===== config.mk =====
export PLATFORM = sky130hd
export DESIGN_NAME = multicycle_controller
export DESIGN_NICKNAME = d
export VERILOG_FILES = /design/src/rtl/multicycle_controller_pkg.sv /design/src/rtl/multicycle_controller_alu_op_decode.sv /design/src/rtl/multicycle_controller.sv
export SDC_FILE = /design/constraint.sdc
export NUM_CORES = 1
export LEC_CHECK = 0
export ABC_CLOCK_PERIOD_IN_PS = 5100
export BUFFER_PORTS_ARGS = -buffer_cell sky130_fd_sc_hd__buf_2
export CAP_MARGIN = 20
export CORE_MARGIN = 1.5
export CORE_UTILIZATION = 45
export CTS_BUF_LIST = sky130_fd_sc_hd__clkbuf_8 sky130_fd_sc_hd__clkbuf_16
export CTS_CLUSTER_SIZE = 14
export DETAILED_ROUTE_END_ITERATION = 10
export MAX_ROUTING_LAYER = met4
export PLACE_DENSITY = 0.66
export SLEW_MARGIN = 20
export SYNTH_ARGS = -nofsm -noshare
export SYNTH_HDL_FRONTEND = slang
export SYNTH_SLANG_ARGS = --single-unit

===== constraint.sdc =====
create_clock -name clk -period 5.1 [get_ports clk]
set_input_delay 0.255 -clock clk [delete_from_list [all_inputs] [get_ports clk]]
set_output_delay 0.255 -clock clk [all_outputs]
set_load 0.005 [all_outputs]

===== src/rtl/multicycle_controller_pkg.sv =====
// Shared types and constants for the multi-cycle RV32I controller.
package multicycle_controller_pkg;

   typedef enum logic [3:0] {
      ALU_ADD  = 4'd0,
      ALU_SUB  = 4'd1,
      ALU_SLL  = 4'd2,
      ALU_SLT  = 4'd3,
      ALU_SLTU = 4'd4,
      ALU_XOR  = 4'd5,
      ALU_SRL  = 4'd6,
      ALU_SRA  = 4'd7,
      ALU_OR   = 4'd8,
      ALU_AND  = 4'd9
   } aluOperations;

   localparam logic [6:0] OPC_R      = 7'b0110011;
   localparam logic [6:0] OPC_I      = 7'b0010011;
   localparam logic [6:0] OPC_LOAD   = 7'b0000011;
   localparam logic [6:0] OPC_STORE  = 7'b0100011;
   localparam logic [6:0] OPC_BRANCH = 7'b1100011;
   localparam logic [6:0] OPC_LUI    = 7'b0110111;
   localparam logic [6:0] OPC_AUIPC  = 7'b0010111;
   localparam logic [6:0] OPC_JAL    = 7'b1101111;
   localparam logic [6:0] OPC_JALR   = 7'b1100111;

   typedef enum logic [2:0] {
      FETCH,
      DECODE,
      EXEC,
      MEM,
      WB,
      TRAP
   } ctrl_state_t;

   localparam logic [1:0] FAULT_NONE    = 2'b00;
   localparam logic [1:0] FAULT_ILLEGAL = 2'b01;
   localparam logic [1:0] FAULT_IMEM    = 2'b10;
   localparam logic [1:0] FAULT_DMEM    = 2'b11;

endpackage


===== src/rtl/multicycle_controller_alu_op_decode.sv =====
// Combinational decode of opcode/funct fields into ALU operation, operand
// select and an opcode-legality flag.
module alu_op_decode
   import multicycle_controller_pkg::*;
(
   input  logic [6:0]   opcode,
   input  logic [2:0]   funct3,
   input  logic [6:0]   funct7,
   output aluOperations alu_op,
   output logic         alu_src,
   output logic         legal
);

   logic f7_zero;
   logic f7_alt;

   assign f7_zero = (funct7 == 7'b0000000);
   assign f7_alt  = (funct7 == 7'b0100000);

   // Per-opcode ALU selection; anything not explicitly listed falls back to ADD.
   always_comb begin
      alu_op  = ALU_ADD;
      alu_src = 1'b0;
      legal   = 1'b1;
      case (opcode)
         OPC_R: begin
            case (funct3)
               3'b000: if (f7_alt) alu_op = ALU_SUB;
               3'b001: if (f7_zero) alu_op = ALU_SLL;
               3'b010: if (f7_zero) alu_op = ALU_SLT;
               3'b011: if (f7_zero) alu_op = ALU_SLTU;
               3'b100: if (f7_zero) alu_op = ALU_XOR;
               3'b101: begin
                  if (f7_zero)     alu_op = ALU_SRL;
                  else if (f7_alt) alu_op = ALU_SRA;
               end
               3'b110: if (f7_zero) alu_op = ALU_OR;
               3'b111: if (f7_zero) alu_op = ALU_AND;
               default: alu_op = ALU_ADD;
            endcase
         end
         OPC_I: begin
            alu_src = 1'b1;
            case (funct3)
               3'b000: alu_op = ALU_ADD;
               3'b001: if (f7_zero) alu_op = ALU_SLL;
               3'b010: alu_op = ALU_SLT;
               3'b011: alu_op = ALU_SLTU;
               3'b100: alu_op = ALU_XOR;
               3'b101: begin
                  if (f7_zero)     alu_op = ALU_SRL;
                  else if (f7_alt) alu_op = ALU_SRA;
               end
               3'b110: alu_op = ALU_OR;
               3'b111: alu_op = ALU_AND;
               default: alu_op = ALU_ADD;
            endcase
         end
         OPC_LOAD, OPC_STORE, OPC_LUI, OPC_AUIPC, OPC_JAL, OPC_JALR: begin
            alu_src = 1'b1;
         end
         OPC_BRANCH: begin
            alu_op = ALU_SUB;
         end
         default: begin
            legal = 1'b0;
         end
      endcase
   end

endmodule


===== src/rtl/multicycle_controller.sv =====
// Multi-cycle RV32I sequencer: FETCH/DECODE/EXEC/MEM/WB with memory wait
// timeouts, sticky trap state and a retired-instruction counter.
module multicycle_controller
   import multicycle_controller_pkg::*;
#(
   parameter int unsigned TIMEOUT = 16,
   parameter int unsigned CNT_W   = 32
) (
   input  logic             clk,
   input  logic             rst,
   input  logic [6:0]       opcode,
   input  logic [2:0]       funct3,
   input  logic [6:0]       funct7,
   input  logic             imem_ready,
   input  logic             dmem_ready,
   output logic             imem_req,
   output logic             dmem_req,
   output logic             irWrite,
   output logic             pcWrite,
   output logic             regWrite,
   output logic             memWrite,
   output logic             aluSrc,
   output logic             branEnable,
   output logic             jumpEnable,
   output aluOperations     aluOp,
   output logic             fault,
   output logic [1:0]       fault_code,
   output logic [CNT_W-1:0] instret
);

   localparam logic [7:0] WAIT_LAST = 8'(TIMEOUT - 1);

   ctrl_state_t      state_q, state_d;
   logic [7:0]       wait_cnt_q, wait_cnt_d;
   logic [1:0]       fault_code_q, fault_code_d;
   logic [CNT_W-1:0] instret_q, instret_d;
   logic             retire;

   aluOperations     dec_op;
   logic             dec_src;
   logic             dec_legal;

   logic             is_load, is_store, is_branch, is_jump;

   alu_op_decode u_alu_op_decode (
      .opcode  (opcode),
      .funct3  (funct3),
      .funct7  (funct7),
      .alu_op  (dec_op),
      .alu_src (dec_src),
      .legal   (dec_legal)
   );

   assign is_load   = (opcode == OPC_LOAD);
   assign is_store  = (opcode == OPC_STORE);
   assign is_branch = (opcode == OPC_BRANCH);
   assign is_jump   = (opcode == OPC_JAL) || (opcode == OPC_JALR);

   assign fault      = (state_q == TRAP);
   assign fault_code = fault_code_q;
   assign instret    = instret_q;

   // State, wait counter, fault code and retire counter registers.
   always_ff @(posedge clk) begin
      if (rst) begin
         state_q      <= FETCH;
         wait_cnt_q   <= '0;
         fault_code_q <= FAULT_NONE;
         instret_q    <= '0;
      end else begin
         state_q      <= state_d;
         wait_cnt_q   <= wait_cnt_d;
         fault_code_q <= fault_code_d;
         instret_q    <= instret_d;
      end
   end

   // Next-state, wait-count and per-state strobe decode.
   always_comb begin
      state_d      = state_q;
      wait_cnt_d   = wait_cnt_q;
      fault_code_d = fault_code_q;
      instret_d    = instret_q;
      retire       = 1'b0;
      imem_req     = 1'b0;
      dmem_req     = 1'b0;
      irWrite      = 1'b0;
      pcWrite      = 1'b0;
      regWrite     = 1'b0;
      memWrite     = 1'b0;
      aluSrc       = 1'b0;
      branEnable   = 1'b0;
      jumpEnable   = 1'b0;
      aluOp        = ALU_ADD;

      case (state_q)
         FETCH: begin
            imem_req = 1'b1;
            if (imem_ready) begin
               irWrite = 1'b1;
               state_d = DECODE;
            end else if (wait_cnt_q == WAIT_LAST) begin
               state_d      = TRAP;
               fault_code_d = FAULT_IMEM;
            end else begin
               wait_cnt_d = wait_cnt_q + 8'd1;
            end
         end
         DECODE: begin
            if (!dec_legal) begin
               state_d      = TRAP;
               fault_code_d = FAULT_ILLEGAL;
            end else begin
               state_d = EXEC;
            end
         end
         EXEC: begin
            aluOp  = dec_op;
            aluSrc = dec_src;
            if (is_branch) begin
               branEnable = 1'b1;
               pcWrite    = 1'b1;
               retire     = 1'b1;
               state_d    = FETCH;
            end else if (is_load || is_store) begin
               state_d = MEM;
            end else begin
               state_d = WB;
            end
         end
         MEM: begin
            aluOp    = dec_op;
            aluSrc   = dec_src;
            dmem_req = 1'b1;
            memWrite = is_store;
            if (dmem_ready) begin
               if (is_store) begin
                  pcWrite = 1'b1;
                  retire  = 1'b1;
                  state_d = FETCH;
               end else begin
                  state_d = WB;
               end
            end else if (wait_cnt_q == WAIT_LAST) begin
               state_d      = TRAP;
               fault_code_d = FAULT_DMEM;
            end else begin
               wait_cnt_d = wait_cnt_q + 8'd1;
            end
         end
         WB: begin
            aluOp      = dec_op;
            aluSrc     = dec_src;
            regWrite   = 1'b1;
            pcWrite    = 1'b1;
            jumpEnable = is_jump;
            retire     = 1'b1;
            state_d    = FETCH;
         end
         TRAP: begin
            state_d = TRAP;
         end
         default: begin
            state_d = FETCH;
         end
      endcase

      // Any state change restarts the wait count for the new state.
      if (state_d != state_q) wait_cnt_d = '0;

      if (retire) instret_d = instret_q + CNT_W'(1);

      // Reset suppresses every strobe combinationally in the cycle it is
      // sampled, so an aborted instruction never writes anything.
      if (rst) begin
         imem_req   = 1'b0;
         dmem_req   = 1'b0;
         irWrite    = 1'b0;
         pcWrite    = 1'b0;
         regWrite   = 1'b0;
         memWrite   = 1'b0;
         aluSrc     = 1'b0;
         branEnable = 1'b0;
         jumpEnable = 1'b0;
         aluOp      = ALU_ADD;
      end
   end

endmodule


---- Word-level counts from Yosys, hierarchy flattened ----
Cells that the tools add are included.
operators by class
  add/sub/neg operators ................... 2
  eq/ne operators ......................... 29
  muxes and demuxes ....................... 56
  reduce and logical (&&, ||, !) cells .... 13
operators by type and width
  cell                   count
  $pmux 4 s8             2
  $add 32x1->32 const B  1
  $mux 3                 10
  $eq 7x6->1 const B     4
  $mux 1                 24
  $mux 8                 3
  $eq 7x7->1 const B     3
  $mux 4                 5
  $eq 3x3->1 const B     6
  $pmux 8 s2             1
  $pmux 3 s5             1
  $eq 7x5->1 const B     2
  $mux 2                 7
  $eq 3x2->1 const B     4
  $pmux 4 s3             1
  $ne 2x2->1 const B     5
  $reduce_or 9->1        1
  $add 8x1->8 const B    1
  $eq 8x4->1 const B     1
  $eq 7x2->1 const B     1
  $logic_not 7->1        1
  $reduce_or 7->1        1
  $eq 3x1->1 const B     2
  $logic_not 3->1        2
  other kinds (10)       11
storage, ports and cells
  register bits ........................... 45
  input port bits ......................... 21
  output and inout port bits .............. 48
  word-level logic and storage cells ...... 104

---- Logic depth before layout (Yosys ltp) ----
Gate-level depths: netlist of the first run.
  word-level depth ........................ 7
  mapped depth ............................ 7
  gate-level depth less buffers ........... 6

---- By module ----
From an unflattened synthesis of the first run, not the netlist that was laid out.
unflattened totals
  cells, all modules ...................... 348
  area, all modules ....................... 2813.9 µm²
by module, submodules not included
  module                 times used  cells an instance  area an instance (µm²)  seq. area each (µm²)
  multicycle_controller  1           304                2509.9                  900.9
  alu_op_decode          1           44                 304.0                   0.0

---- Least setup slack after synthesis of the first run ----
No wires, ideal clock.
  kind .................................... register to output
  from .................................... reg state_q[2]
  to ...................................... out aluOp[3]
  arrival time ............................ 1.978 ns
  data required time ...................... 4.845 ns
  path slack .............................. 2.867 ns
  cell stages (with the launch flop) ...... 8
  buffers on the path ..................... 2
  cells stage by stage .................... dfxtp_1 buf_2 nand2b_1 nand2b_1 clkbuf_1 a21o_1 or4b_2 nor3b_1
on the way
  word-level cells in the longest chain between the ends .. 4
  elaborated cells on any way between the ends .. 6
  classes of those cells .................. eq/ne: 3; mux: 2; reduce/logical: 1
RTL lines
  what                                      RTL line                      source
  start, declared                           multicycle_controller.sv:33   ctrl_state_t state_q, state_d;
  start signal, assigned                    multicycle_controller.sv:71   state_q <= state_d;
  $eq 3x2->1 or $eq 3x3->1 (tied branches)  multicycle_controller.sv:96   case (state_q)
  $reduce_or 3->1 (no line) *               -
  $mux 4 *                                  multicycle_controller.sv:96
  $mux 4 *                                  multicycle_controller.sv:175  if (rst) begin
  end, declared                             multicycle_controller.sv:25   output aluOperations aluOp,
Every way passes the cells marked *; elsewhere a longest branch is shown, timed or not.

---- Worst setup path after layout of the first run ----
  from .................................... reg state_q[2]
  to ...................................... out aluOp[1]
The elaborated chain is that of the path after synthesis.

==> impl_metrics.yaml, run 1 <==
outcome:
  status: "completed"
setup_path:
  critPathRequiredTime_ns: 4.85
  cpMaxStageDelayCell: "or4b_2"
  path_class: "flop to primary output"
  arrival_ns: 2.82
  path_max_fanout: 17
  path_common_cell: "nand2b_1"
  max_stage_delay_ns: 0.70
  cp-end-kind: "primary output"
  path_cells: "nand2b_1, nand2b_1, a21o_1, or4b_2, nor3_1, buf_2"
  rr_worst_depth: 5
  worst_setup_path_start_kind: "flop"
clocking:
  clk_latency_ns: 0.29
  cts_setup_buffers: 0
  cts_tree: "yes"
  h-tree-depth: 2
  cts_resized: 0
  cts_sinks: 45
  cts.clk_slew.worst_paths_ns: 0.08
  cts_hold_buf: 0
  cts-buffers-inserted: 5
  cts_root_buf: "clkbuf_8"
  cts.path.max_buffers: 2
finish:
  fin_nets: 424
  num_antenna_cells: 0
  drive_above_1_share_pct: 21.7
  syn_to_final_growth_pct: 16.3
synthesis:
  synthCells: 346
  synth_edf_count: 0
  syn-num-nets: 369
  synth-seq-area-share_pct: 32.8
  avgSynthCellArea_um2: 7.94
  synth_flop_cell: "dfxtp_1"
  synth_seq_cells: 45
  ys_types: 54
  synthArstFlopShare_pct: 0
  synth_area_um2: 2750
  synth_warnings: 0
sta:
  rsz0062_at_grt: "no"
  tightest_slew_ns: 0.885
  maxSlewHeadroom_pct: 40.8
  setup_viol: 0
  min_period_over_period_pct: 60.3
  fin_tns_setup_ns: 0
  layout_min_cycle_time_ns: 3.07
  slew_viol_final: 0
  finalWorstSetupSlack_ns: 2.03
  hold_violations: 0
  finClkSkew_ns: 0.00289
  fmax_ghz: 0.325
detailed_routing:
  final_antenna_net_count: 0
  firstDrtPassIters: 4
  wl_per_cell_um: 13.9
  drc_errors: 0
  first_iter_violations: 151
  vias: 2707
  vias_per_cell: 5.69
  finalWirelength_um: 6600
placed_design:
  place_ws_ns: 2.39
  io_buffers: 68
  hpwl_um: 4770
  gp_congestion: 0.911
grt:
  track_usage_pct: 21.5
  grt_overflow_total: 0
  antenna_found_initial: 0
  grt_first_pass_wirelength_um: 11000
  grt_max_degree: 44
  grt_pass1_vias: 2368
job:
  maxCapViolCount: 0
min_path:
  hold_path_depth: 4
  hold_class: "primary input to flop"
power:
  vdd_drop_max_uv: 125
  p_leak_nw: 1.20
  powerDensity_nw_per_um2: 222
  power_mw: 0.710
die:
  die_height_um: 81.2
  core_um2: 5920
  rows: 28
  die_x_um: 81.2
  die_area_um2: 6590
  pin_count: 69
  initial_core_util_pct: 46.4
## path summary, 6_finish.rpt
| check | slack (ns) | startpoint | end |
|---|---|---|---|
| max reg2reg | 2.38 | state_q[2] | instret[17] |
| max | 2.03 | state_q[2] | aluOp[1] |
| min reg2reg | 0.48 | instret[31] | instret[31] |
| min | 0.41 | dmem_ready | state_q[1] |
## placed cells by master (no fill, tap or decap), types with 3 or more instances in the layout
cell type	Yosys	routed
a2111oi_0	4	4
a211oi_1	5	5
a21oi_1	26	26
a31o_2	3	3
a31oi_1	3	3
and3_1	9	9
and4_1	3	3
buf_2	1	68
clkbuf_8	0	6
dfxtp_1	45	45
inv_1	4	4
nand2_1	27	27
nand2b_1	9	9
nand3_1	17	17
nand4_1	6	6
nor2_1	36	36
nor3_1	14	14
nor3b_1	6	6
nor4_1	5	5
o2111ai_1	7	7
o211ai_1	4	4
o21ai_0	12	12
o31ai_1	5	5
or3_1	9	9
or4_1	6	6
xnor2_1	8	8
xor2_1	19	19
## area by class of cell
class / count / area (µm²)
Clock buffer: 6 / 82.6
Clock inverter: 1 / 7.51
Fill cell: 591 / 2720
Inverter: 4 / 15.0
Multi-Input combinational cell: 277 / 1760
Sequential cell: 45 / 901
Tap cell: 75 / 93.8
Timing Repair Buffer: 68 / 340
## stage by stage
stage          hold WS (ns)  util, %  cell area [µm²]  instances
3_5_place_dp          0.475     52.5             3110        469
2_1_floorplan         0.429        -             2750        346
3_3_place_gp          0.459     52.5             3110        469
6_report              0.412     54.0             3200        476
5_1_grt               0.432     54.0             3200        476
4_1_cts               0.400     54.0             3200        476
## critical path, delay by kind of cell, from the launching register on
kind | cells | cell delay (ns)
buf+inv | 1 | 0.14
compound gates | 1 | 0.28
flops | 1 | 0.67
simple gates | 4 | 1.43
## logic make-up (layout without fill, tap and decap cells)
kind of cell	count (synthesis)	count (layout)	synth area share (%)
AO/OA/AOI/OAI	83	83	21.0
adder cells (fa/ha/maj)	2	2	0.910
multiplexers	1	1	0.364
buffers and inverters	24	79	3.32
flip-flops	45	45	32.8
AND/OR/NAND/NOR	164	164	33.0
XOR/XNOR	27	27	8.60
## registers in the layout, indices dropped and copies added (netlist names)
signal	count
state_q	3
wait_cnt_q	8
instret	32
fault_code	2
## cells in the mapped netlist (all sizes together), types with 2 or more instances
library cell	count	area share, %
dfxtp	45	33
xor2	19	6.1
or4	6	1.6
a31o	3	0.96
o31ai	5	1.4
a21o	2	0.55
nand2	27	3.7
clkbuf	18	2.5
ha	2	0.91
inv	4	0.55
nand2b	10	2.5
nand4	6	1.4
nor4	5	1.1
nor3	14	2.5
a2111oi	5	2.3
nor2	36	4.9
a211oi	5	1.4
and2	2	0.46
buf	2	0.32
nand4b	2	0.64
a31oi	3	0.68
and4	3	0.96
a21oi	26	4.7
o211ai	4	1.1
o2111ai	7	2.2
and3	9	2.0
nand3	17	3.1
a2111o	2	0.82
xnor2	8	2.5
o21ai	13	2.4
nor2b	2	0.46
or2	2	0.46
or3	9	2.0
nand3b	2	0.55
nor3b	6	1.6
## layer usage
layer,part of all wire (%),track usage [%],wire length (µm)
met2,44,33.1,2900
met5,0,-,0
met4,0.82,3.79,54
met3,4.5,3.93,299
met1,51,29.7,3350
## power by group
group	internal (mW)	total, mW	switching, mW
clock network	0.107	0.229	0.122
logic	0.0417	0.106	0.0641
registers	0.359	0.375	0.0168
total	0.508	0.710	0.203
(Power assumes the default switching activity.)
==> run 2, diff against run 1 <==
- ABC_CLOCK_PERIOD_IN_PS: 5100 -> 3100
- clock period: 5.1 -> 3.1 ns (I/O delays scaled with it)
==> run 2 against run 1 <==
  * Combinational power up 72%
  * Clock-buffer cell count unchanged
  * Sequential power up 65%
  * Via count up 1.7%
  * First-iteration DRC count up 30%
  * Die area unchanged
  * Critical path type unchanged
  * Critical endpoint is now aluOp[3]
  * Largest cell class unchanged
==> impl_metrics.yaml, run 2 (synthesis results as in run 1) <==
grt:
  grt_overflow_total: 0
  grt_pass1_vias: 2419
  track_usage_pct: 21.5
  grt_first_pass_wirelength_um: 10900
  antenna_found_initial: 0
  grt_max_degree: 44
sta:
  maxSlewHeadroom_pct: 47.0
  finalWorstSetupSlack_ns: 0.320
  hold_violations: 0
  slew_viol_final: 0
  fmax_ghz: 0.360
  finClkSkew_ns: 0.00571
  layout_min_cycle_time_ns: 2.78
  fin_tns_setup_ns: 0
  whs_ns: 0.308
  tightest_slew_ns: 0.795
  rsz0062_at_grt: "no"
  min_period_over_period_pct: 89.7
  setup_viol: 0
finish:
  n_fill_cell: 596
  drive_above_1_share_pct: 22.5
  fin_area_um2: 3230
  fin_nets: 428
  syn_to_final_growth_pct: 17.4
  final_cell_mix: "buf_2, dfxtp_1, nor2_1"
  final_common_cell: "buf_2"
  register_area_um2: 901
  num_antenna_cells: 0
  multi_input_area_um2: 1760
  largest_reg_flops: 32
setup_path:
  path_class: "flop to primary output"
  crit_end: "aluOp[3]"
  path_cells: "nand2b_1, nand2b_1, a21o_1, or4b_2, nor3b_1, buf_2"
  arrival_ns: 2.62
  critical_path.startpoint: "state_q[2]"
  path_delay_family: "simple AND/OR/NAND/NOR gates"
  worst_setup_path_start_kind: "flop"
  rr_worst_depth: 5
  reg2reg_from: "state_q[0]"
  critPathRequiredTime_ns: 2.94
  max_stage_delay_ns: 0.71
  path_max_fanout: 17
  path_common_cell: "nand2b_1"
  path_buf_inv: 1
  cp-end-kind: "primary output"
  cpMaxStageDelayCell: "or4b_2"
  r2r_end: "instret[31]"
  cp_num_cells: 6
  rrSetupSlack_ns: 0.49
die:
  die_area_um2: 6590
  core_um2: 5920
  rows: 28
  die_x_um: 81.2
  die_height_um: 81.2
  pin_count: 69
  initial_core_util_pct: 46.4
detailed_routing:
  drc_errors: 0
  firstDrtPassIters: 4
  finalWirelength_um: 6650
  vias_per_cell: 5.73
  wl_per_cell_um: 13.9
  final_antenna_net_count: 0
  vias: 2752
  first_iter_violations: 196
clocking:
  cts_sinks: 45
  cts-buffers-inserted: 5
  cts_root_buf: "clkbuf_8"
  cts.path.max_buffers: 2
  cts.clk_slew.worst_paths_ns: 0.08
  h-tree-depth: 2
  cts_hold_buf: 0
  cts_resized: 0
  cts_setup_buffers: 0
  cts_tree: "yes"
  clk_latency_ns: 0.29
min_path:
  hold_class: "primary input to flop"
outcome:
  status: "completed"
power:
  powerDensity_nw_per_um2: 364
  vdd_drop_max_uv: 215
  power_mw: 1.17
  p_leak_nw: 1.22
placed_design:
  io_buffers: 68
  gp_congestion: 0.856
  hpwl_um: 4980
  place_ws_ns: 0.532
  placement.cell_area_um2: 3140
job:
  maxCapViolCount: 0
-- run 2: where the power goes --
| part | total (mW) | internal, mW | switching [mW] |
|---|---|---|---|
| Clock | 0.375 | 0.176 | 0.199 |
| Sequential | 0.617 | 0.590 | 0.0269 |
| Combinational | 0.182 | 0.0738 | 0.108 |
| Total | 1.17 | 0.840 | 0.334 |
-- run 2: layout make-up --
cell class,instances,share of cell area [%]
multi-input cells,277,54.4
clock buffers,6,2.56
repair buffers,72,11.5
flip-flops and latches,45,27.9
clock inverters,1,0.233
well taps,75,2.91
inverters,4,0.465
-- run 2: worst min path at each step --
| stage | startpoint | end | slack [ns] | depth (start not counted) |
|---|---|---|---|---|
| 4_1_cts | dmem_ready | state_q[1] | 0.30 | 4 |
| 5_1_grt | dmem_ready | state_q[1] | 0.33 | 4 |
| 6_report | dmem_ready | state_q[1] | 0.31 | 4 |
| 2_1_floorplan | rst | state_q[2] | 0.33 | 2 |
| 3_3_place_gp | fault_code[1] | fault_code[1] | 0.46 | 2 |
| 3_5_place_dp | fault_code[1] | fault_code[1] | 0.47 | 2 |
-- run 2: metal layers --
| layer | vias to the layer above | GRT usage (%) | share of wire (%) |
|---|---|---|---|
| li1 | 1404 | - | - |
| met2 | 75 | 34.8 | 46 |
| met3 | 6 | 4.83 | 6.0 |
| met5 | - | - | 0 |
| met4 | 0 | 5.34 | 0.90 |
| met1 | 1267 | 27.1 | 47 |
-- run 2: worst reg2reg max path: stages (launching register included) --
cell and delay (ns):
dfxtp_1 0.60, nand3b_1 0.22, a2111o_1 0.49, a2111o_1 0.55, or4_1 0.54, a21oi_1 0.15
-- run 2: per-stage QoR --
| step | util (%) | std cells |
|---|---|---|
| after floorplan | - | 346 |
| after global placement | 53.0 | 473 |
| after detailed placement | 53.0 | 473 |
| after CTS | 54.5 | 480 |
| after global routing | 54.5 | 480 |
| final | 54.5 | 480 |
